## config.mk

```make
export PLATFORM = sky130hd
export DESIGN_NAME = bmem_arbiter_flat
export DESIGN_NICKNAME = d
export VERILOG_FILES = /design/src/rtl/bmem_arb_pkg.sv /design/src/rtl/bmem_arbiter_if.sv /design/src/rtl/rr_picker.sv /design/src/rtl/bmem_arbiter.sv /design/src/flat_wrapper.sv
export SDC_FILE = /design/constraint.sdc
export NUM_CORES = 2
export LEC_CHECK = 0
export ABC_AREA = 1
export CAP_MARGIN = 20
export CORE_AREA = 3 3 623 625
export CTS_BUF_LIST = sky130_fd_sc_hd__clkbuf_4 sky130_fd_sc_hd__clkbuf_8
export DETAILED_ROUTE_END_ITERATION = 10
export DIE_AREA = 0 0 626 628
export PLACE_DENSITY = 0.39
export SETUP_SLACK_MARGIN = 0.02
export SYNTH_ARGS = -nofsm -noshare
export SYNTH_HDL_FRONTEND = slang
export SYNTH_SLANG_ARGS = --single-unit
```

## constraint.sdc

```tcl
create_clock -name clk -period 3.1 [get_ports clk]
set_input_delay 0.465 -clock clk [delete_from_list [all_inputs] [get_ports clk]]
set_output_delay 0.465 -clock clk [all_outputs]
set_load 0.05 [all_outputs]
```

## src/rtl/bmem_arb_pkg.sv

```systemverilog
// Shared types and constants for the burst-memory arbiter and its users.
package bmem_arb_pkg;

    localparam int LINE_W     = 256;
    localparam int BEAT_W     = 64;
    localparam int ADDR_W     = 32;
    localparam int LINE_OFF_W = 5;

    typedef enum logic [2:0] {
        IDLE     = 3'd0,
        RD_CMD   = 3'd1,
        RD_WAIT  = 3'd2,
        WR_BURST = 3'd3,
        RESP     = 3'd4
    } arb_state_t;

    // True when two byte addresses fall in the same 32-byte line.
    function automatic logic tag_match(input logic [ADDR_W-1:0] a, input logic [ADDR_W-1:0] b);
        return (a[ADDR_W-1:LINE_OFF_W] == b[ADDR_W-1:LINE_OFF_W]);
    endfunction

endpackage

```

## src/rtl/bmem_arbiter_if.sv

```systemverilog
// Burst memory port bundle: master drives commands/write beats, slave returns read beats.
interface bmem_arbiter_if;
    import bmem_arb_pkg::*;

    logic [ADDR_W-1:0] bmem_addr;
    logic              bmem_read;
    logic              bmem_write;
    logic [BEAT_W-1:0] bmem_wdata;
    logic              bmem_ready;
    logic [ADDR_W-1:0] bmem_raddr;
    logic [BEAT_W-1:0] bmem_rdata;
    logic              bmem_rvalid;

    modport master (
        output bmem_addr, bmem_read, bmem_write, bmem_wdata,
        input  bmem_ready, bmem_raddr, bmem_rdata, bmem_rvalid
    );

    modport slave (
        input  bmem_addr, bmem_read, bmem_write, bmem_wdata,
        output bmem_ready, bmem_raddr, bmem_rdata, bmem_rvalid
    );

endinterface

```

## src/rtl/rr_picker.sv

```systemverilog
// Combinational round-robin picker: one-hot grant of the first pending
// requester at or after the pointer, wrapping modulo NUM_REQ.
module rr_picker #(
    parameter int NUM_REQ = 4,
    parameter int PTR_W   = (NUM_REQ > 1) ? $clog2(NUM_REQ) : 1
) (
    input  logic [NUM_REQ-1:0] pending_i,
    input  logic [PTR_W-1:0]   ptr_i,
    output logic [NUM_REQ-1:0] grant_o,
    output logic               valid_o
);

    logic [PTR_W-1:0] wrap_idx_s;
    logic             hit_s;

    // Walk the requesters starting at the pointer; the first pending one wins.
    always_comb begin
        grant_o    = '0;
        valid_o    = 1'b0;
        wrap_idx_s = '0;
        hit_s      = 1'b0;
        for (int off = 0; off < NUM_REQ; off++) begin
            wrap_idx_s          = PTR_W'((int'(ptr_i) + off) % NUM_REQ);
            hit_s               = pending_i[wrap_idx_s] & ~valid_o;
            grant_o[wrap_idx_s] = grant_o[wrap_idx_s] | hit_s;
            valid_o             = valid_o | hit_s;
        end
    end

endmodule

```

## src/rtl/bmem_arbiter.sv

```systemverilog
// Round-robin arbiter and burst sequencer sharing one 64-bit burst memory
// port among NUM_REQ cache line requesters. One transaction at a time:
// line reads are a single command followed by BEATS tagged return beats,
// line writes are BEATS back-to-back strobed beats. Completion is a
// one-cycle pulse to the granted requester with the assembled read line.
module bmem_arbiter
    import bmem_arb_pkg::*;
#(
    parameter int NUM_REQ = 4,
    parameter int BEATS   = 4
) (
    input  logic                           clk,
    input  logic                           rst,
    input  logic [NUM_REQ-1:0][ADDR_W-1:0] req_addr_i,
    input  logic [NUM_REQ-1:0]             req_read_i,
    input  logic [NUM_REQ-1:0]             req_write_i,
    input  logic [NUM_REQ-1:0][LINE_W-1:0] req_wdata_i,
    output logic [NUM_REQ-1:0]             req_resp_o,
    output logic [LINE_W-1:0]              req_rdata_o,
    bmem_arbiter_if.master                 bmem
);

    localparam int PTR_W = (NUM_REQ > 1) ? $clog2(NUM_REQ) : 1;
    localparam int CNT_W = (BEATS > 1) ? $clog2(BEATS) : 1;

    // Architectural state
    arb_state_t         state_q;
    logic [PTR_W-1:0]   ptr_q;
    logic [PTR_W-1:0]   grant_q;
    logic [ADDR_W-1:0]  addr_q;
    logic [LINE_W-1:0]  line_q;
    logic [CNT_W-1:0]   cnt_q;

    // Registered outputs
    logic [ADDR_W-1:0]  bmem_addr_q;
    logic               bmem_read_q;
    logic               bmem_write_q;
    logic [BEAT_W-1:0]  bmem_wdata_q;
    logic [NUM_REQ-1:0] resp_q;
    logic [LINE_W-1:0]  rdata_q;

    // Combinational helpers
    logic [NUM_REQ-1:0] pending_s;
    logic [NUM_REQ-1:0] pick_oh_s;
    logic               pick_valid_s;
    logic [PTR_W-1:0]   pick_idx_d;
    logic [PTR_W-1:0]   ptr_next_d;
    logic [CNT_W-1:0]   cnt_inc_d;
    logic [LINE_W-1:0]  line_fill_d;
    logic [BEAT_W-1:0]  wbeat_next_d;
    logic               last_beat_s;
    logic               tag_hit_s;
    logic               unused_raddr_s;

    assign pending_s   = req_read_i | req_write_i;
    assign cnt_inc_d   = cnt_q + CNT_W'(1);
    assign last_beat_s = (cnt_q == CNT_W'(BEATS - 1));
    assign tag_hit_s   = bmem.bmem_rvalid & tag_match(bmem.bmem_raddr, addr_q);
    assign ptr_next_d  = (grant_q == PTR_W'(NUM_REQ - 1)) ? PTR_W'(0) : (grant_q + PTR_W'(1));

    // Offset bits of the return tag carry no information for a line match.
    assign unused_raddr_s = ^bmem.bmem_raddr[LINE_OFF_W-1:0];

    rr_picker #(
        .NUM_REQ (NUM_REQ),
        .PTR_W   (PTR_W)
    ) u_rr_picker (
        .pending_i (pending_s),
        .ptr_i     (ptr_q),
        .grant_o   (pick_oh_s),
        .valid_o   (pick_valid_s)
    );

    // Encode the one-hot pick into an index for latching and indexing.
    always_comb begin
        pick_idx_d = '0;
        for (int i = 0; i < NUM_REQ; i++) begin
            pick_idx_d = pick_idx_d | (pick_oh_s[i] ? PTR_W'(i) : PTR_W'(0));
        end
    end

    // Line buffer with the incoming read beat dropped into the current slot.
    always_comb begin
        line_fill_d = line_q;
        for (int k = 0; k < BEATS; k++) begin
            line_fill_d[k*BEAT_W +: BEAT_W] = (cnt_q == CNT_W'(k)) ? bmem.bmem_rdata
                                                                   : line_q[k*BEAT_W +: BEAT_W];
        end
    end

    // Write beat that follows the current one in the latched line.
    always_comb begin
        wbeat_next_d = '0;
        for (int k = 0; k < BEATS; k++) begin
            wbeat_next_d = wbeat_next_d | ((cnt_inc_d == CNT_W'(k)) ? line_q[k*BEAT_W +: BEAT_W]
                                                                    : {BEAT_W{1'b0}});
        end
    end

    // Arbitration FSM: grant, burst sequencing, line assembly and the response pulse.
    always_ff @(posedge clk) begin
        if (rst) begin
            state_q      <= IDLE;
            ptr_q        <= '0;
            grant_q      <= '0;
            addr_q       <= '0;
            line_q       <= '0;
            cnt_q        <= '0;
            bmem_addr_q  <= '0;
            bmem_read_q  <= 1'b0;
            bmem_write_q <= 1'b0;
            bmem_wdata_q <= '0;
            resp_q       <= '0;
            rdata_q      <= '0;
        end else begin
            case (state_q)
                IDLE: begin
                    if (pick_valid_s) begin
                        grant_q     <= pick_idx_d;
                        addr_q      <= req_addr_i[pick_idx_d];
                        bmem_addr_q <= req_addr_i[pick_idx_d];
                        cnt_q       <= '0;
                        // A requester raising both read and write gets the write.
                        if (req_write_i[pick_idx_d]) begin
                            line_q       <= req_wdata_i[pick_idx_d];
                            bmem_write_q <= 1'b1;
                            bmem_wdata_q <= req_wdata_i[pick_idx_d][BEAT_W-1:0];
                            state_q      <= WR_BURST;
                        end else begin
                            line_q      <= '0;
                            bmem_read_q <= 1'b1;
                            state_q     <= RD_CMD;
                        end
                    end else begin
                        state_q <= IDLE;
                    end
                end

                RD_CMD: begin
                    if (bmem.bmem_ready) begin
                        bmem_read_q <= 1'b0;
                        bmem_addr_q <= '0;
                        state_q     <= RD_WAIT;
                    end else begin
                        state_q <= RD_CMD;
                    end
                end

                RD_WAIT: begin
                    // Beats tagged for some other line are simply dropped.
                    if (tag_hit_s) begin
                        line_q <= line_fill_d;
                        if (last_beat_s) begin
                            cnt_q   <= '0;
                            rdata_q <= line_fill_d;
                            resp_q  <= NUM_REQ'(1) << grant_q;
                            ptr_q   <= ptr_next_d;
                            state_q <= RESP;
                        end else begin
                            cnt_q <= cnt_inc_d;
                        end
                    end else begin
                        state_q <= RD_WAIT;
                    end
                end

                WR_BURST: begin
                    // Without ready the current beat is held exactly as presented.
                    if (bmem.bmem_ready) begin
                        if (last_beat_s) begin
                            cnt_q        <= '0;
                            bmem_write_q <= 1'b0;
                            bmem_wdata_q <= '0;
                            bmem_addr_q  <= '0;
                            rdata_q      <= '0;
                            resp_q       <= NUM_REQ'(1) << grant_q;
                            ptr_q        <= ptr_next_d;
                            state_q      <= RESP;
                        end else begin
                            cnt_q        <= cnt_inc_d;
                            bmem_wdata_q <= wbeat_next_d;
                        end
                    end else begin
                        state_q <= WR_BURST;
                    end
                end

                RESP: begin
                    resp_q  <= '0;
                    rdata_q <= '0;
                    state_q <= IDLE;
                end

                default: begin
                    bmem_read_q  <= 1'b0;
                    bmem_write_q <= 1'b0;
                    bmem_addr_q  <= '0;
                    bmem_wdata_q <= '0;
                    resp_q       <= '0;
                    rdata_q      <= '0;
                    cnt_q        <= '0;
                    state_q      <= IDLE;
                end
            endcase
        end
    end

    assign bmem.bmem_addr  = bmem_addr_q;
    assign bmem.bmem_read  = bmem_read_q;
    assign bmem.bmem_write = bmem_write_q;
    assign bmem.bmem_wdata = bmem_wdata_q;
    assign req_resp_o      = resp_q;
    assign req_rdata_o     = rdata_q;

endmodule
```

## src/flat_wrapper.sv

```systemverilog
// flat-port wrapper written by rule: the top's interface ports become plain ports
module bmem_arbiter_flat import bmem_arb_pkg::*;
#(
    parameter int NUM_REQ = 4,
    parameter int BEATS   = 4
)
  (clk, rst, req_addr_i, req_read_i, req_write_i, req_wdata_i, req_resp_o, req_rdata_o, bmem_bmem_addr, bmem_bmem_read, bmem_bmem_write, bmem_bmem_wdata, bmem_bmem_ready, bmem_bmem_raddr, bmem_bmem_rdata, bmem_bmem_rvalid);
  bmem_arbiter_if bmem_i ();
  input  logic clk;
  input  logic rst;
  input  logic [NUM_REQ-1:0][ADDR_W-1:0] req_addr_i;
  input  logic [NUM_REQ-1:0] req_read_i;
  input  logic [NUM_REQ-1:0] req_write_i;
  input  logic [NUM_REQ-1:0][LINE_W-1:0] req_wdata_i;
  output logic [NUM_REQ-1:0] req_resp_o;
  output logic [LINE_W-1:0] req_rdata_o;
  output wire logic [$bits(bmem_i.bmem_addr)-1:0] bmem_bmem_addr;
  output wire logic [$bits(bmem_i.bmem_read)-1:0] bmem_bmem_read;
  output wire logic [$bits(bmem_i.bmem_write)-1:0] bmem_bmem_write;
  output wire logic [$bits(bmem_i.bmem_wdata)-1:0] bmem_bmem_wdata;
  input wire logic [$bits(bmem_i.bmem_ready)-1:0] bmem_bmem_ready;
  input wire logic [$bits(bmem_i.bmem_raddr)-1:0] bmem_bmem_raddr;
  input wire logic [$bits(bmem_i.bmem_rdata)-1:0] bmem_bmem_rdata;
  input wire logic [$bits(bmem_i.bmem_rvalid)-1:0] bmem_bmem_rvalid;
  assign bmem_bmem_addr = bmem_i.bmem_addr;
  assign bmem_bmem_read = bmem_i.bmem_read;
  assign bmem_bmem_write = bmem_i.bmem_write;
  assign bmem_bmem_wdata = bmem_i.bmem_wdata;
  assign bmem_i.bmem_ready = bmem_bmem_ready;
  assign bmem_i.bmem_raddr = bmem_bmem_raddr;
  assign bmem_i.bmem_rdata = bmem_bmem_rdata;
  assign bmem_i.bmem_rvalid = bmem_bmem_rvalid;
  bmem_arbiter #(.NUM_REQ(NUM_REQ), .BEATS(BEATS)) u_core (.clk(clk), .rst(rst), .req_addr_i(req_addr_i), .req_read_i(req_read_i), .req_write_i(req_write_i), .req_wdata_i(req_wdata_i), .req_resp_o(req_resp_o), .req_rdata_o(req_rdata_o), .bmem(bmem_i));
endmodule
```

==> summary.txt <==
Result of the run: complete, but fails checks
Violated checks: setup timing
CTS tree: built
Num Clock Sinks: 650
Die Y: 628 um
Number of placed I/O pins: 1618
Area grow syn2layout: 87.6%
Initial core utilization: 10.5%
Grt ovf: 0
Power Total: 0.0816 W
First DRT Iteration DRCs: 5773
Cell count after placement: 13675
Worst Setup Slack post-DPL: -1940 ps
Post-synth top area share: 32.3%
Count of unresolved DRC violations after routing: 0
Floorplan row count: 227
Worst setup path start: req_write_i[2]
Worst path setup slack after routing: -653 ps
Proportion of layout cells with a drive suffix above 1: 16.9%
Area of the mapped netlist: 40300 sq um
Worst Path Arrival: 4650 ps
Setup-failing EPs final: 474
Placeable Area: 383000 sq um
Worst-case hold slack: 271 ps
Setup TNS after final layout: -186470 ps
Worst slew pin tran: 1000 ps
R2R cell count: 24
Critical Path End Type: flip-flop
Global-route wire length before repair: 560000 um
Share of synthesized area occupied by flip-flops and latches: 32.3%
Number of max-cap violations: 0
Max incr delay on CP: 610 ps
Dominant cells by area after synthesis: sky130_fd_sc_hd__dfxtp_1, sky130_fd_sc_hd__nand2_1, sky130_fd_sc_hd__a21oi_1
Number of hold violations in the final report: 0
DR WL/cell: 31.8 um
Count of vias placed by the detailed router: 58650
Maximum level of the CTS H-tree: 4
Final Skew: 117 ps
Cell seen most often among critical-path stages: sky130_fd_sc_hd__nand3_2
Classification of the worst-slack hold path: in -> reg
Nets in the synthesized netlist: 8211
Worst rel slew slack: 33.3%
HPWL after DPL: 354000 um
Insertion delay to the later sink of the worst-skew pair: 990 ps
Worst hold path endpoint: u_core.line_q[15]
Period Utilization, post-route: 121%
Library cell occupying the most area in the post-synthesis netlist: sky130_fd_sc_hd__dfxtp_1
Start point of the worst min-delay path: req_wdata_i[527]
Detailed-router iteration count before antenna repair: 6
Max Fclk: 266 MHz
Maximum number of pins on one net before global-route repair: 126
Unrepaired setup endpoints after global routing: yes
Placer Congestion: 0.912
Horiz. Die Dim: 626 um
Post-route antenna net violation count: 0
Max Transition Viols Final: 0
Crit-path max FO: 6
Vias in the first global route: 55746
Clock buffer depth: 4
Cell with the largest stage delay on the worst path: sky130_fd_sc_hd__clkdlybuf4s50_1
Capturing point of the worst reg2reg path: u_core.line_q[127]
Detailed Route WL: 449000 um
RR Startpoint: u_core.ptr_q[0]
Register-to-register path setup slack: -640 ps
Antenna violations before repair: 224
Number of vias per cell after detailed routing: 4.15
Root Driver: sky130_fd_sc_hd__clkbuf_8
Number of buffers created by CTS: 156
Post-layout minimum cycle time: 3750 ps
Ratio of total power to cell area: 1080 nW/um^2
Worst hold path cell count: 5
Mean cell area of the mapped netlist: 5.81 sq um
Number of port buffers: 1612
Register bit total from synthesis: 650
Total routing resource utilization after global routing: 21.3%
Unique masters post-synth: 39
Required time of the worst setup path: 4000 ps
Total number of yosys warnings: 0
Start-to-end type of the worst setup path: in -> reg
Launching element type of the critical path: input pin
Net count, final: 10214
Instance count of the mapped netlist: 6934
Post-route non-filler standard cell count: 14148
Die outline area: 393000 sq um
Leakage power summed over all cells: 28.7 nW
Worst IR Drop VDD: 0.000408 V
Clock edge transition at the registers on the reported setup and hold paths: 60 ps
Yosys cell counts (all sizes together):
cell type,number
nand2,2034
nand3,366
a211oi,4
a21oi,822
nand3b,1
xnor2,6
o21ai,1006
o22ai,6
nand4,95
o2111ai,14
nor3,6
o211ai,2
a21o,1
a211o,1
xor2,7
buf,195
clkbuf,384
ha,17
inv,255
clkinv,4
dfxtp,650
nor2,1050
nor4,4
a221oi,1
a31oi,2
nor4b,1
worst max path at each step:
stage | to | slack (ps) | depth (start not counted)
after floorplan | u_core.line_q[139] | 50 | 26
after global placement | u_core.bmem.bmem_wdata[57] | -2030 | 27
after detailed placement | u_core.bmem.bmem_wdata[57] | -1940 | 27
after CTS | u_core.line_q[176] | -630 | 26
after global routing | u_core.line_q[31] | -810 | 28
final | u_core.line_q[39] | -650 | 28
timing repair:
| action | in CTS | in global routing |
|---|---|---|
| endpoints found under the hold margin | 16 | 0 |
| cloned | 22 | 40 |
| setup buffers | 47 | 42 |
| setup endpoints to repair | 638 | 646 |
| hold buffers | 1 | 0 |
| pin swaps | 61 | 111 |
| resized for setup | 361 | 488 |
critical path: cells and delay by family:
kind | cells | cell delay, ps
compound gates | 2 | 500
buf+inv | 5 | 1170
simple gates | 21 | 2470
cell usage in the layout, fill, tap and decap left out, types with 30 or more instances in the layout:
| master | n |
|---|---|
| sky130_fd_sc_hd__nand2_1 | 1961 |
| sky130_fd_sc_hd__clkdlybuf4s50_1 | 1585 |
| sky130_fd_sc_hd__nor2_1 | 1000 |
| sky130_fd_sc_hd__a21oi_1 | 764 |
| sky130_fd_sc_hd__dfxtp_1 | 648 |
| sky130_fd_sc_hd__o21ai_0 | 625 |
| sky130_fd_sc_hd__buf_4 | 528 |
| sky130_fd_sc_hd__nand3_1 | 270 |
| sky130_fd_sc_hd__o21ai_1 | 253 |
| sky130_fd_sc_hd__inv_1 | 245 |
| sky130_fd_sc_hd__clkbuf_8 | 185 |
| sky130_fd_sc_hd__buf_12 | 141 |
| sky130_fd_sc_hd__o21ai_2 | 109 |
| sky130_fd_sc_hd__nand4_1 | 95 |
| sky130_fd_sc_hd__nand3_2 | 73 |
| sky130_fd_sc_hd__diode_2 | 70 |
| sky130_fd_sc_hd__buf_6 | 62 |
| sky130_fd_sc_hd__nand2_2 | 53 |
| sky130_fd_sc_hd__a21oi_2 | 52 |
| sky130_fd_sc_hd__clkbuf_4 | 41 |
| sky130_fd_sc_hd__nor2_2 | 36 |
| sky130_fd_sc_hd__clkbuf_16 | 36 |
| sky130_fd_sc_hd__buf_16 | 33 |
| sky130_fd_sc_hd__buf_8 | 30 |
where the power goes:
group / switching [W] / internal [W]
clock network: 0.00522 / 0.00623
logic: 0.0363 / 0.0214
registers: 0.00191 / 0.0105
total: 0.0434 / 0.0382
flip-flops by register name, indices dropped and copies added (netlist names):
signal,cells
u_core.line_q,256
u_core.grant_q,2
u_core.addr_q,27
u_core.bmem.bmem_write,1
u_core.cnt_q,2
u_core.bmem.bmem_read,1
u_core.bmem.bmem_addr,32
u_core.req_rdata_o,256
u_core.bmem.bmem_wdata,64
u_core.state_q,3
u_core.req_resp_o,4
u_core.ptr_q,2
cell type report:
cell class	count	area (sq um)
antenna	70	175
clock buffer	226	2850
clock inverter	35	332
fill	43513	307000
inverter	259	1070
multi-input combinational	5446	26000
sequential	650	13000
tap	5038	6300
timing repair buffer	2421	25800
timing repair inverter	3	66.3
kinds of logic after synthesis:
logic type | synth area share (%)
xor+xnor | 0.283
compound gates | 23.4
fa+ha+maj | 0.528
buf+inv | 8.46
flops | 32.3
simple gates | 35.1
per-stage QoR:
stage	util, %	area (sq um)
after floorplan	-	40300
after global placement	17.6	67100
after detailed placement	17.6	67100
after CTS	19.0	72700
after global routing	19.7	75500
final	19.7	75600
per-layer routing:
metal  vias to the layer above  GRT usage, %  wire (um)  part of all wire (%)
met4                       126          5.67      14600                   3.3
met5                         -             0        818                  0.18
met1                     28284          27.7     193000                    43
met3                       659          6.11      40500                   9.0
met2                      2753          34.0     200000                    45
li1                      26828             -          -                     -
Note: power is estimated with default switching activity, not from simulation.
